## src/rtl/data_check_pkg.sv

```systemverilog
// Shared definitions for the debug-pattern stream checker: FSM states, lane
// geometry and the saturating counter helper.
package data_check_pkg;

  typedef enum logic [1:0] {
    ST_IDLE = 2'd0,
    ST_RUN  = 2'd1,
    ST_DONE = 2'd2
  } state_e;

  localparam int unsigned LANE_W    = 16;
  localparam int unsigned PKT_BEATS = 4;

  function automatic logic [31:0] sat_inc32(input logic [31:0] v);
    return (v == '1) ? v : v + 32'd1;
  endfunction

endpackage

```

## src/rtl/data_check_if.sv

```systemverilog
// AXI-Stream beat channel carried into the checker.
interface data_check_if #(
  parameter int unsigned DW = 512
);
  logic [DW-1:0] tdata;
  logic          tvalid;
  logic          tlast;
  logic          tready;

  modport master (output tdata, output tvalid, output tlast, input tready);
  modport slave  (input tdata, input tvalid, input tlast, output tready);
endinterface

```

## src/rtl/data_check_lanes.sv

```systemverilog
// Flags a beat whose 16-bit lanes do not all equal the expected counter value.
module data_check_lanes
  import data_check_pkg::*;
#(
  parameter int unsigned DW = 512
) (
  input  logic [DW-1:0]     data_i,
  input  logic [LANE_W-1:0] exp_i,
  output logic              mismatch_o
);
  localparam int unsigned LANES = DW / LANE_W;

  always_comb begin
    mismatch_o = 1'b0;
    for (int unsigned i = 0; i < LANES; i++) begin
      if (data_i[i*LANE_W +: LANE_W] != exp_i) mismatch_o = 1'b1;
    end
  end
endmodule

```

## src/rtl/data_check.sv

```systemverilog
// Stream sink that checks the replicated beat-counter debug pattern, counts
// beats/errors, latches the first error and applies programmable backpressure.
module data_check
  import data_check_pkg::*;
#(
  parameter int unsigned DW = 512
) (
  input  logic               clk,
  input  logic               reset,
  input  logic               start,
  input  logic [31:0]        expected_cycles,
  input  logic [3:0]         throttle,
  data_check_if.slave        axis,
  output logic [31:0]        beats_rcvd,
  output logic [31:0]        data_errors,
  output logic [31:0]        last_errors,
  output logic [31:0]        first_err_beat,
  output logic [LANE_W-1:0]  first_err_data,
  output logic               done,
  output logic               pass
);

  state_e              state_q, state_d;
  logic [31:0]         beats_q, beats_d;
  logic [31:0]         derr_q, derr_d;
  logic [31:0]         lerr_q, lerr_d;
  logic [31:0]         fbeat_q, fbeat_d;
  logic [LANE_W-1:0]   fdata_q, fdata_d;
  logic [LANE_W-1:0]   exp_q, exp_d;
  logic [1:0]          pkt_q, pkt_d;
  logic [3:0]          stall_q, stall_d;
  logic [31:0]         ncyc_q, ncyc_d;
  logic [3:0]          thr_q, thr_d;

  logic tready, xfer, data_bad, last_bad;

  data_check_lanes #(.DW(DW)) u_lanes (
    .data_i     (axis.tdata),
    .exp_i      (exp_q),
    .mismatch_o (data_bad)
  );

  always_ff @(posedge clk or posedge reset) begin
    if (reset) begin
      state_q <= ST_IDLE;
      beats_q <= '0;
      derr_q  <= '0;
      lerr_q  <= '0;
      fbeat_q <= '0;
      fdata_q <= '0;
      exp_q   <= '0;
      pkt_q   <= '0;
      stall_q <= '0;
      ncyc_q  <= '0;
      thr_q   <= '0;
    end else begin
      state_q <= state_d;
      beats_q <= beats_d;
      derr_q  <= derr_d;
      lerr_q  <= lerr_d;
      fbeat_q <= fbeat_d;
      fdata_q <= fdata_d;
      exp_q   <= exp_d;
      pkt_q   <= pkt_d;
      stall_q <= stall_d;
      ncyc_q  <= ncyc_d;
      thr_q   <= thr_d;
    end
  end

  always_comb begin
    state_d = state_q;
    beats_d = beats_q;
    derr_d  = derr_q;
    lerr_d  = lerr_q;
    fbeat_d = fbeat_q;
    fdata_d = fdata_q;
    exp_d   = exp_q;
    pkt_d   = pkt_q;
    stall_d = stall_q;
    ncyc_d  = ncyc_q;
    thr_d   = thr_q;

    tready   = (state_q == ST_RUN) && (stall_q == '0);
    xfer     = axis.tvalid && tready;
    last_bad = axis.tlast != (pkt_q == 2'(PKT_BEATS - 1));

    // start wins over a coincident handshake: that beat is accepted and dropped
    if (start) begin
      beats_d = '0;
      derr_d  = '0;
      lerr_d  = '0;
      fbeat_d = '0;
      fdata_d = '0;
      exp_d   = '0;
      pkt_d   = '0;
      stall_d = '0;
      ncyc_d  = expected_cycles;
      thr_d   = throttle;
      state_d = (expected_cycles == '0) ? ST_DONE : ST_RUN;
    end else if (state_q == ST_RUN) begin
      if (xfer) begin
        // counters saturate and never return to zero, so zero means no error yet
        if ((data_bad || last_bad) && derr_q == '0 && lerr_q == '0) begin
          fbeat_d = beats_q;
          fdata_d = axis.tdata[LANE_W-1:0];
        end
        if (data_bad) derr_d = sat_inc32(derr_q);
        if (last_bad) lerr_d = sat_inc32(lerr_q);
        beats_d = beats_q + 32'd1;
        exp_d   = exp_q + 16'd1;
        pkt_d   = pkt_q + 2'd1;
        stall_d = thr_q;
        if (beats_q + 32'd1 == ncyc_q) state_d = ST_DONE;
      end else if (stall_q != '0) begin
        stall_d = stall_q - 4'd1;
      end
    end

    axis.tready    = tready;
    beats_rcvd     = beats_q;
    data_errors    = derr_q;
    last_errors    = lerr_q;
    first_err_beat = fbeat_q;
    first_err_data = fdata_q;
    done           = (state_q == ST_DONE);
    pass           = (state_q == ST_DONE) && (derr_q == '0) && (lerr_q == '0);
  end

endmodule

```

## src/flat_wrapper.sv

```systemverilog
// flat-port wrapper written by rule: the top's interface ports become plain ports
module data_check_flat import data_check_pkg::*;
#(
  parameter int unsigned DW = 512
)
  (clk, reset, start, expected_cycles, throttle, beats_rcvd, data_errors, last_errors, first_err_beat, first_err_data, done, pass, axis_tdata, axis_tvalid, axis_tlast, axis_tready);
  data_check_if #(.DW(DW)) axis_i ();
  input  logic clk;
  input  logic reset;
  input  logic start;
  input  logic [31:0] expected_cycles;
  input  logic [3:0] throttle;
  output logic [31:0] beats_rcvd;
  output logic [31:0] data_errors;
  output logic [31:0] last_errors;
  output logic [31:0] first_err_beat;
  output logic [LANE_W-1:0] first_err_data;
  output logic done;
  output logic pass;
  input wire logic [$bits(axis_i.tdata)-1:0] axis_tdata;
  input wire logic [$bits(axis_i.tvalid)-1:0] axis_tvalid;
  input wire logic [$bits(axis_i.tlast)-1:0] axis_tlast;
  output wire logic [$bits(axis_i.tready)-1:0] axis_tready;
  assign axis_i.tdata = axis_tdata;
  assign axis_i.tvalid = axis_tvalid;
  assign axis_i.tlast = axis_tlast;
  assign axis_tready = axis_i.tready;
  data_check #(.DW(DW)) u_core (.clk(clk), .reset(reset), .start(start), .expected_cycles(expected_cycles), .throttle(throttle), .axis(axis_i), .beats_rcvd(beats_rcvd), .data_errors(data_errors), .last_errors(last_errors), .first_err_beat(first_err_beat), .first_err_data(first_err_data), .done(done), .pass(pass));
endmodule
```

## config.mk

```make
export PLATFORM = sky130hd
export DESIGN_NAME = data_check_flat
export DESIGN_NICKNAME = d
export VERILOG_FILES = /design/src/rtl/data_check_pkg.sv /design/src/rtl/data_check_if.sv /design/src/rtl/data_check_lanes.sv /design/src/rtl/data_check.sv /design/src/flat_wrapper.sv
export SDC_FILE = /design/constraint.sdc
export NUM_CORES = 1
export LEC_CHECK = 0
export ABC_AREA = 1
export CAP_MARGIN = 20
export CORE_AREA = 5 5 267 269
export DETAILED_ROUTE_END_ITERATION = 6
export DIE_AREA = 0 0 272 274
export HOLD_SLACK_MARGIN = 0.02
export PLACE_DENSITY_LB_ADDON = 0.2
export SETUP_SLACK_MARGIN = 0.05
export SYNTH_ARGS = -nofsm -noshare
export SYNTH_HDL_FRONTEND = slang
export SYNTH_HIERARCHICAL = 1
export SYNTH_SLANG_ARGS = --single-unit
```

## constraint.sdc

```tcl
create_clock -name clk -period 7.4 [get_ports clk]
set_input_delay 2.22 -clock clk [delete_from_list [all_inputs] [get_ports clk]]
set_output_delay 2.22 -clock clk [all_outputs]
set_load 0.02 [all_outputs]
```

==> results of run 1 <==
## cells in the mapped netlist, types with 10 or more instances
master                     count  area, sq um
sky130_fd_sc_hd__dfrtp_1     204         5100
sky130_fd_sc_hd__nand3_1     173          866
sky130_fd_sc_hd__nor4_1       26          163
sky130_fd_sc_hd__clkbuf_1     29          109
sky130_fd_sc_hd__nor2_2       14         87.6
sky130_fd_sc_hd__o22ai_1      22          138
sky130_fd_sc_hd__inv_1       236          886
sky130_fd_sc_hd__buf_6        53          597
sky130_fd_sc_hd__o21ai_1      29          145
sky130_fd_sc_hd__nand4_1      56          350
sky130_fd_sc_hd__and3_1       15         93.8
sky130_fd_sc_hd__nand2_1     702         2640
sky130_fd_sc_hd__a21oi_1      41          205
sky130_fd_sc_hd__nor3_1       52          260
sky130_fd_sc_hd__buf_2        10         50.1
sky130_fd_sc_hd__o31ai_1      14          105
sky130_fd_sc_hd__xor2_1       17          149
sky130_fd_sc_hd__o21ai_0     117          586
sky130_fd_sc_hd__nor2_1      313         1170
sky130_fd_sc_hd__xnor2_1     356         3120
## cell families (layout without fill, tap and decap cells)
family,Yosys count,after routing
buf+inv,344,1008
xor+xnor,379,379
fa+ha+maj,8,8
compound gates,243,243
flops,204,204
other cells,0,18
simple gates,1395,1395
## layer usage
layer / wire, um / global-route usage
met5: 134 / 0
met4: 2040 / 0.0595
met1: 35300 / 0.262
met3: 6290 / 0.0571
met2: 44800 / 0.404
## final timing paths
| check | slack (ns) | from | depth (start not counted) | to |
|---|---|---|---|---|
| worst max register to register | 3.06 | u_core/exp_q[3] | 18 | u_core/first_err_data[10] |
| worst min-delay path | 0.47 | u_core/thr_q[1] | 2 | u_core/thr_q[1] |
| worst min register to register | 0.47 | u_core/thr_q[1] | 2 | u_core/thr_q[1] |
| min in group asynchronous | 2.21 | reset | 3 | u_core/first_err_beat[4] |
| max in group asynchronous | 4.09 | reset | 4 | u_core/last_errors[15] |
| worst max-delay path | 2.03 | u_core/data_errors[0] | 8 | pass |
## area by class of cell
type | instances | area (sq um)
Antenna cell | 18 | 45.0
Clock buffer | 35 | 743
Clock inverter | 11 | 120
Fill cell | 7253 | 42300
Inverter | 242 | 915
Multi-Input combinational cell | 2025 | 10900
Sequential cell | 204 | 5120
Tap cell | 882 | 1100
Timing Repair Buffer | 720 | 7180
## critical path: stages, from the launching register on
cell and delay [ns]:
sky130_fd_sc_hd__dfrtp_1 0.43, sky130_fd_sc_hd__inv_1 0.17, sky130_fd_sc_hd__ha_1 0.20, sky130_fd_sc_hd__nor4b_1 0.31, sky130_fd_sc_hd__nand4_1 0.12, sky130_fd_sc_hd__nor2_1 0.17
sky130_fd_sc_hd__nand4_1 0.31, sky130_fd_sc_hd__nor3_1 0.24, sky130_fd_sc_hd__clkdlybuf4s50_1 0.67
## sequential cells by signal (all words and copies together), names as in the netlist
| name | cells |
|---|---|
| u_core/pkt_q | 2 |
| u_core/first_err_data | 16 |
| u_core/stall_q | 4 |
| u_core/first_err_beat | 32 |
| u_core/state_q | 2 |
| u_core/beats_rcvd | 32 |
| u_core/thr_q | 4 |
| u_core/data_errors | 32 |
| u_core/ncyc_q | 32 |
| u_core/exp_q | 16 |
| u_core/last_errors | 32 |
## stage by stage
stage,std cells,util,power (mW),hold slack (ns),setup slack (ns)
3_5_place_dp,4072,0.368,2.10,0.459,1.43
2_1_floorplan,2573,-,1.61,0.436,2.54
6_report,4137,0.382,3.37,0.466,2.03
3_3_place_gp,4072,0.368,2.10,0.451,1.46
4_1_cts,4118,0.381,3.43,0.473,1.94
5_1_grt,4133,0.381,3.55,0.495,1.70
## placed cells by master, fill, tap and decap left out, drive strengths merged, types with 4 or more instances in the layout
cell / count
a21oi: 41
and3: 15
buf: 22
clkbuf: 35
clkdlybuf4s50: 698
clkinv: 4
clkinvlp: 4
dfrtp: 204
diode: 18
ha: 8
inv: 243
nand2: 715
nand3: 175
nand4: 56
nor2: 334
nor3: 57
nor3b: 6
nor4: 26
o21a: 5
o21ai: 147
o21bai: 5
o22ai: 22
o31ai: 14
or2: 7
xnor2: 360
xor2: 17
## power by group through the flow
stage / registers [mW] / logic [mW] / clock network [mW]
after floorplan: 1.23 / 0.382 / 0
after global placement: 1.22 / 0.883 / 0
after detailed placement: 1.22 / 0.887 / 0
after CTS: 1.20 / 0.892 / 1.34
after global routing: 1.20 / 0.963 / 1.38
final: 1.20 / 0.885 / 1.29
==> results.txt, run 1 <==
Setup violations remaining at the end of the flow were counted as 0. Counting distinct cell types in the post-synthesis netlist gives 48. The worst setup path is launched from a flip-flop. The number of antenna violations at the first check in global routing is 35.

The post-layout minimum cycle time came out at about 5.4 ns. The clock net sink count came out at 204. The post-synth net total came out at 3134. The starting DRC count in detailed routing came out at 1156.

The count of TritonRoute iterations in the first routing pass came out at 5. The net count of the finished layout came out at 3779. The post-cts hold buffer count is 0. After clock tree synthesis, the clock-pin slew on the worst setup and hold paths is 0.06 ns. The final setup TNS is 0 ns. The share of total power dissipated in sequential elements is 0.355. The synthesized flop and latch total came out at 204. The die covers around 75000 sq um. The combined global-route utilization of all metal layers came out at 0.223. The slew at the pin with the worst max-slew slack came out at between 1 and 1.5 ns. Among all flip-flop cells after synthesis, the most frequent one is sky130_fd_sc_hd__dfrtp_1. Relative to the synthesized area, the layout overhead comes to 47.5%.

The post-synthesis cell area is between 15000 and 20000 sq um. The critical path capture point type is an output port. For this design the top-level I/O count stands at 700. The number of synthesized flops with an enable pin is 0. The tightest min-delay check is of the flip-flop to flip-flop type. The post-synthesis average cell area is 6.87 sq um. Setup repair after global routing left no endpoint under its margin. Once detail routing completed, the nets flagged for antenna violations numbered 0. The final global-route overflow total is 0. In this run the number of H-tree levels came out at 1. Measured along the x axis, the die boundary spans 272 um. The via count of the first global-routing pass is 18569.

The power density over cell area is 129 nW/um^2. By area, the combinational part of the netlist is dominated by simple AND/OR/NAND/NOR gates. The wire length reported by the detailed router is 88600 um. The fraction of registers with async set/reset came out at 1.00. The combinational cell fraction of total power came out at 0.263.

Summed over all nets, the switching power comes to about 0.97 mW. The tree is rooted in a sky130_fd_sc_hd__clkbuf_16. The vertical extent of the die is 274 um. The clock buffer count from CTS is 25.

The via density per instance is about 4.6. The total area inside the core boundary comes to 68300 sq um. The peak fanout along the critical path came out at 5. The global-route wire length before repair came out at 126000 um. The clock share of power came out at 0.382.

Routability-driven placement finished with a final weighted congestion of 0.896. The highest clock frequency the design can meet is between 0.15 and 0.2 GHz. The post-detailed-placement cell area is 25100 sq um. The worst setup skew after layout came out at 0.0163 ns. The share of the synthesized area in compound gates (AO/OA/AOI/OAI) is 0.0760. The detailed-route via count is 19106. The reported leakage power came out at roughly 9.9 nW. The number of endpoints with negative hold slack in the final report is 0. The clock tree buffer depth came out at 3. The required time at the endpoint of the critical path came out at 5.18 ns. The post-CTS repair timing setup buffer count came out at 0. After clock tree synthesis, the repair step resized 0 gates.

Clock latency on the worst-skew pair, taken at its later pin, is roughly 0.54 ns. For this run, the register share of the synthesized area comes to 0.289. Data on the critical path arrives at its endpoint at 3.15 ns. The initialized floorplan defines 96 standard-cell rows. For this configuration, the core starts out at a cell density of 0.259. The detailed placer's ending HPWL is 70900 um.

TritonCTS built the clock tree. After synthesis, the share of cell area in mux cells is 0. During synthesis, Yosys emitted a total of 6 warnings. Of the total synthesized cell area, the portion taken by full adders, half adders and majority gates is 0.00566. In the routed design, unresolved DRC markers number 0.

The critical path class is flip-flop to output port. The share of total power consumed by net switching came out at 0.288. Counting every instance in the synthesized netlist gives 2573.

The max-cap check violation count came out at 0. The simple-gate portion of the synthesized area came out at 0.341. Headroom to the max-slew limit came out at 0.262. The cell area after layout is 26100 sq um. The average routed wire per standard cell came out at 21.4 um. The max-slew violation count is 0. The worst IR drop on VDD is 124 uV. The run finished with clean final reports.

During placement, the flow inserted port buffers numbering ~700. The final cycle utilization of the critical path came out at 0.726. The internal power is around 2.4 mW. Entering global routing, the biggest net connects 119 pins. The share of layout cells above drive strength 1 is 0.0426. The xor and xnor fraction of the mapped netlist area is 0.191.
(Power assumes the default switching activity.)
==> run 2, diff against run 1 <==
- clock period: 7.4 -> 4.7 ns (I/O delays scaled with it)
==> results.txt, run 2 (synthesis gave the netlist of run 1 again) <==
The highest clock frequency the design can meet came out at 0.222 GHz. The final setup violation count was 0 (unchanged). The most common cell after layout, fill and taps aside is sky130_fd_sc_hd__nand2_1 (unchanged).

The cell depth of the worst min-delay path came to 2 (unchanged). The number of endpoints with negative hold slack in the final report came out at 0 (unchanged). The number of antenna violations at the first check in global routing is 45 (was 35). The number of gates given a new drive strength after cts came out at 0 (unchanged). The relative slew slack is 0.385 (was 0.262). The via density per instance came out at 4.59 (was 4.62). The insertion delay to the later sink of the worst-skew pair is 0.55 ns (was 0.54 ns). The critical path capture point type is an output port (unchanged). The detailed-route via count came to 19052 (was 19106). The layout overhead on the synthesized area came out at 49.1% (was 47.5%). The post-layout total power was 5.44 mW (was 3.37 mW). The max-slew violation count came out at 0 (unchanged). The average routed wire per standard cell came to 21.3 um (was 21.4 um). The required time at the endpoint of the critical path came to 3.29 ns (was 5.18 ns).

The post-layout minimum cycle time came out at 4.50 ns. The final antenna-violating net count is 0 (unchanged). The final setup TNS came out at 0 ns (unchanged).

The post-cts hold buffer count came to 0 (unchanged). The post-CTS repair timing setup buffer count came out at 0 (unchanged). In the finished design, the share of the clock period the worst path needs comes to 0.958. The clock buffer count from CTS is 26 (was 25). The vertical extent of the die came out at 274 um (unchanged).

The post-CTS clock slew at the launch and capture registers of the worst setup and hold paths is 0.06 ns (about the same). The sequential standard cell area came out at 5120 sq um (unchanged). The effective utilization at floorplan came out at 0.259 (unchanged). The wire length reported by the detailed router came out at 88500 um (was 88600 um). The net count of the finished layout came out at 3802 (was 3779). The number of inserted filler cells in the final layout is 7222 (was 7253). The count of TritonRoute iterations in the first routing pass was 5 (unchanged). The area of the die is 74500 sq um (unchanged).

The largest net degree at the start of global routing was 85 (was 119). The startpoint type of the worst setup path is a flip-flop (unchanged). The clock tree from TritonCTS was yes (unchanged).

Status: finished clean (unchanged). Setup repair after global routing missed its margin: no (unchanged). The global-route wire length before repair is 126000 um (about the same). The starting DRC count in detailed routing is 1073 (was 1156). The placeable core region is 68300 sq um (unchanged). The max-cap check violation count came out at 0 (unchanged).

The count of port buffers added during placement came out at 699 (unchanged). The final weighted congestion in routability-driven placement is 0.912 (was 0.896). The worst endpoint data arrival time came to 3.09 ns (was 3.15 ns). The count of cells along the worst register-to-register path is 18 (unchanged). Most used cells in the layout excluding fill and tap cells: sky130_fd_sc_hd__nand2_1 (702), sky130_fd_sc_hd__clkdlybuf4s50_1 (698), sky130_fd_sc_hd__xnor2_1 (356) (unchanged). The die width came out at 272 um (unchanged). The reported leakage power came out at 10.1 nW (was 9.94 nW). The worst IR drop on VDD is 208 uV (was 124 uV). The final global-route overflow total came to 0 (unchanged). The clock net sink count came out at 204 (unchanged). The clock tree buffer depth is 3 (unchanged).

The cell chosen for the clock root is sky130_fd_sc_hd__clkbuf_16 (unchanged). The share of layout cells above drive strength 1 came out at 0.0479 (was 0.0426). The detailed placer's ending HPWL came out at 71700 um (was 70900 um).

The worst hold-check path type is flip-flop to flip-flop (unchanged). The total number of placement rows is 96 (unchanged). The slew at the pin with the worst max-slew slack is 0.923 ns (was 1.11 ns). The peak fanout along the critical path came out at 5 (unchanged). The number of I/O pins is 700 (unchanged). The via count of the first global-routing pass came to 18531 (was 18569). The H-tree level count came out at 1 (unchanged). The footprint of the multi-input gates came out at 10900 sq um (unchanged). The critical path class is flip-flop to output port (unchanged). The power density over cell area came out at 206 nW/um^2 (was 129 nW/um^2). The residual DRC count is 0 (unchanged).

The combined global-route utilization of all metal layers is 0.224 (was 0.223). The worst setup skew after layout is 0.0185 ns (was 0.0163 ns).
run 2: cell type report:
cell class                      instances  share of cell area
Timing Repair Buffer                  742               0.282
Multi-Input combinational cell       2025               0.412
Tap cell                              882              0.0419
Inverter                              242              0.0347
Antenna cell                           13             0.00123
Clock buffer                           35              0.0275
Sequential cell                       204               0.194
Clock inverter                         11             0.00655
run 2: worst paths after layout:
path / startpoint / end / slack [ns]
max: u_core/data_errors[0] / pass / 0.20
max in group asynchronous: reset / u_core/last_errors[18] / 2.65
max reg2reg: u_core/exp_q[3] / u_core/first_err_data[6] / 0.80
min in group asynchronous: reset / u_core/ncyc_q[0] / 1.24
min reg2reg: u_core/thr_q[1] / u_core/thr_q[1] / 0.48
min: u_core/thr_q[1] / u_core/thr_q[1] / 0.48
run 2: stage by stage:
step / hold slack [ns] / util / cells / setup WS [ns] / instance area, sq um
final: 0.475 / 0.386 / 4154 / 0.197 / 26400
after floorplan: 0.436 / - / 2573 / 0.646 / 17700
after global routing: 0.477 / 0.386 / 4151 / 0.0722 / 26400
after detailed placement: 0.460 / 0.372 / 4095 / 0.0629 / 25400
after CTS: 0.474 / 0.385 / 4141 / 0.149 / 26300
after global placement: 0.455 / 0.372 / 4095 / 0.0586 / 25400
run 2: where the power goes:
group	switching [mW]	internal, mW	leakage [nW]
Clock	0.846	1.30	0.429
Sequential	0.0642	1.83	2.74
Combinational	0.642	0.751	6.91
Total	1.55	3.88	10.1
run 2: worst max-delay path: stages (launching register included):
cell and delay, ns:
sky130_fd_sc_hd__dfrtp_1 0.44, sky130_fd_sc_hd__inv_1 0.17, sky130_fd_sc_hd__ha_1 0.19, sky130_fd_sc_hd__nor4b_1 0.29, sky130_fd_sc_hd__nand4_1 0.12, sky130_fd_sc_hd__nor2_1 0.15
sky130_fd_sc_hd__nand4_1 0.27, sky130_fd_sc_hd__nor3_1 0.23, sky130_fd_sc_hd__clkdlybuf4s50_1 0.67
run 2: layer usage:
metal / routed length (um) / global-route usage / share of wire / up-vias
met1: 35200 / 0.260 / 0.40 / 8756
met2: 44600 / 0.406 / 0.50 / 599
met5: 193 / 0 / 0.0022 / -
met3: 6880 / 0.0658 / 0.078 / 121
met4: 1700 / 0.0523 / 0.019 / 30
li1: - / - / - / 9546
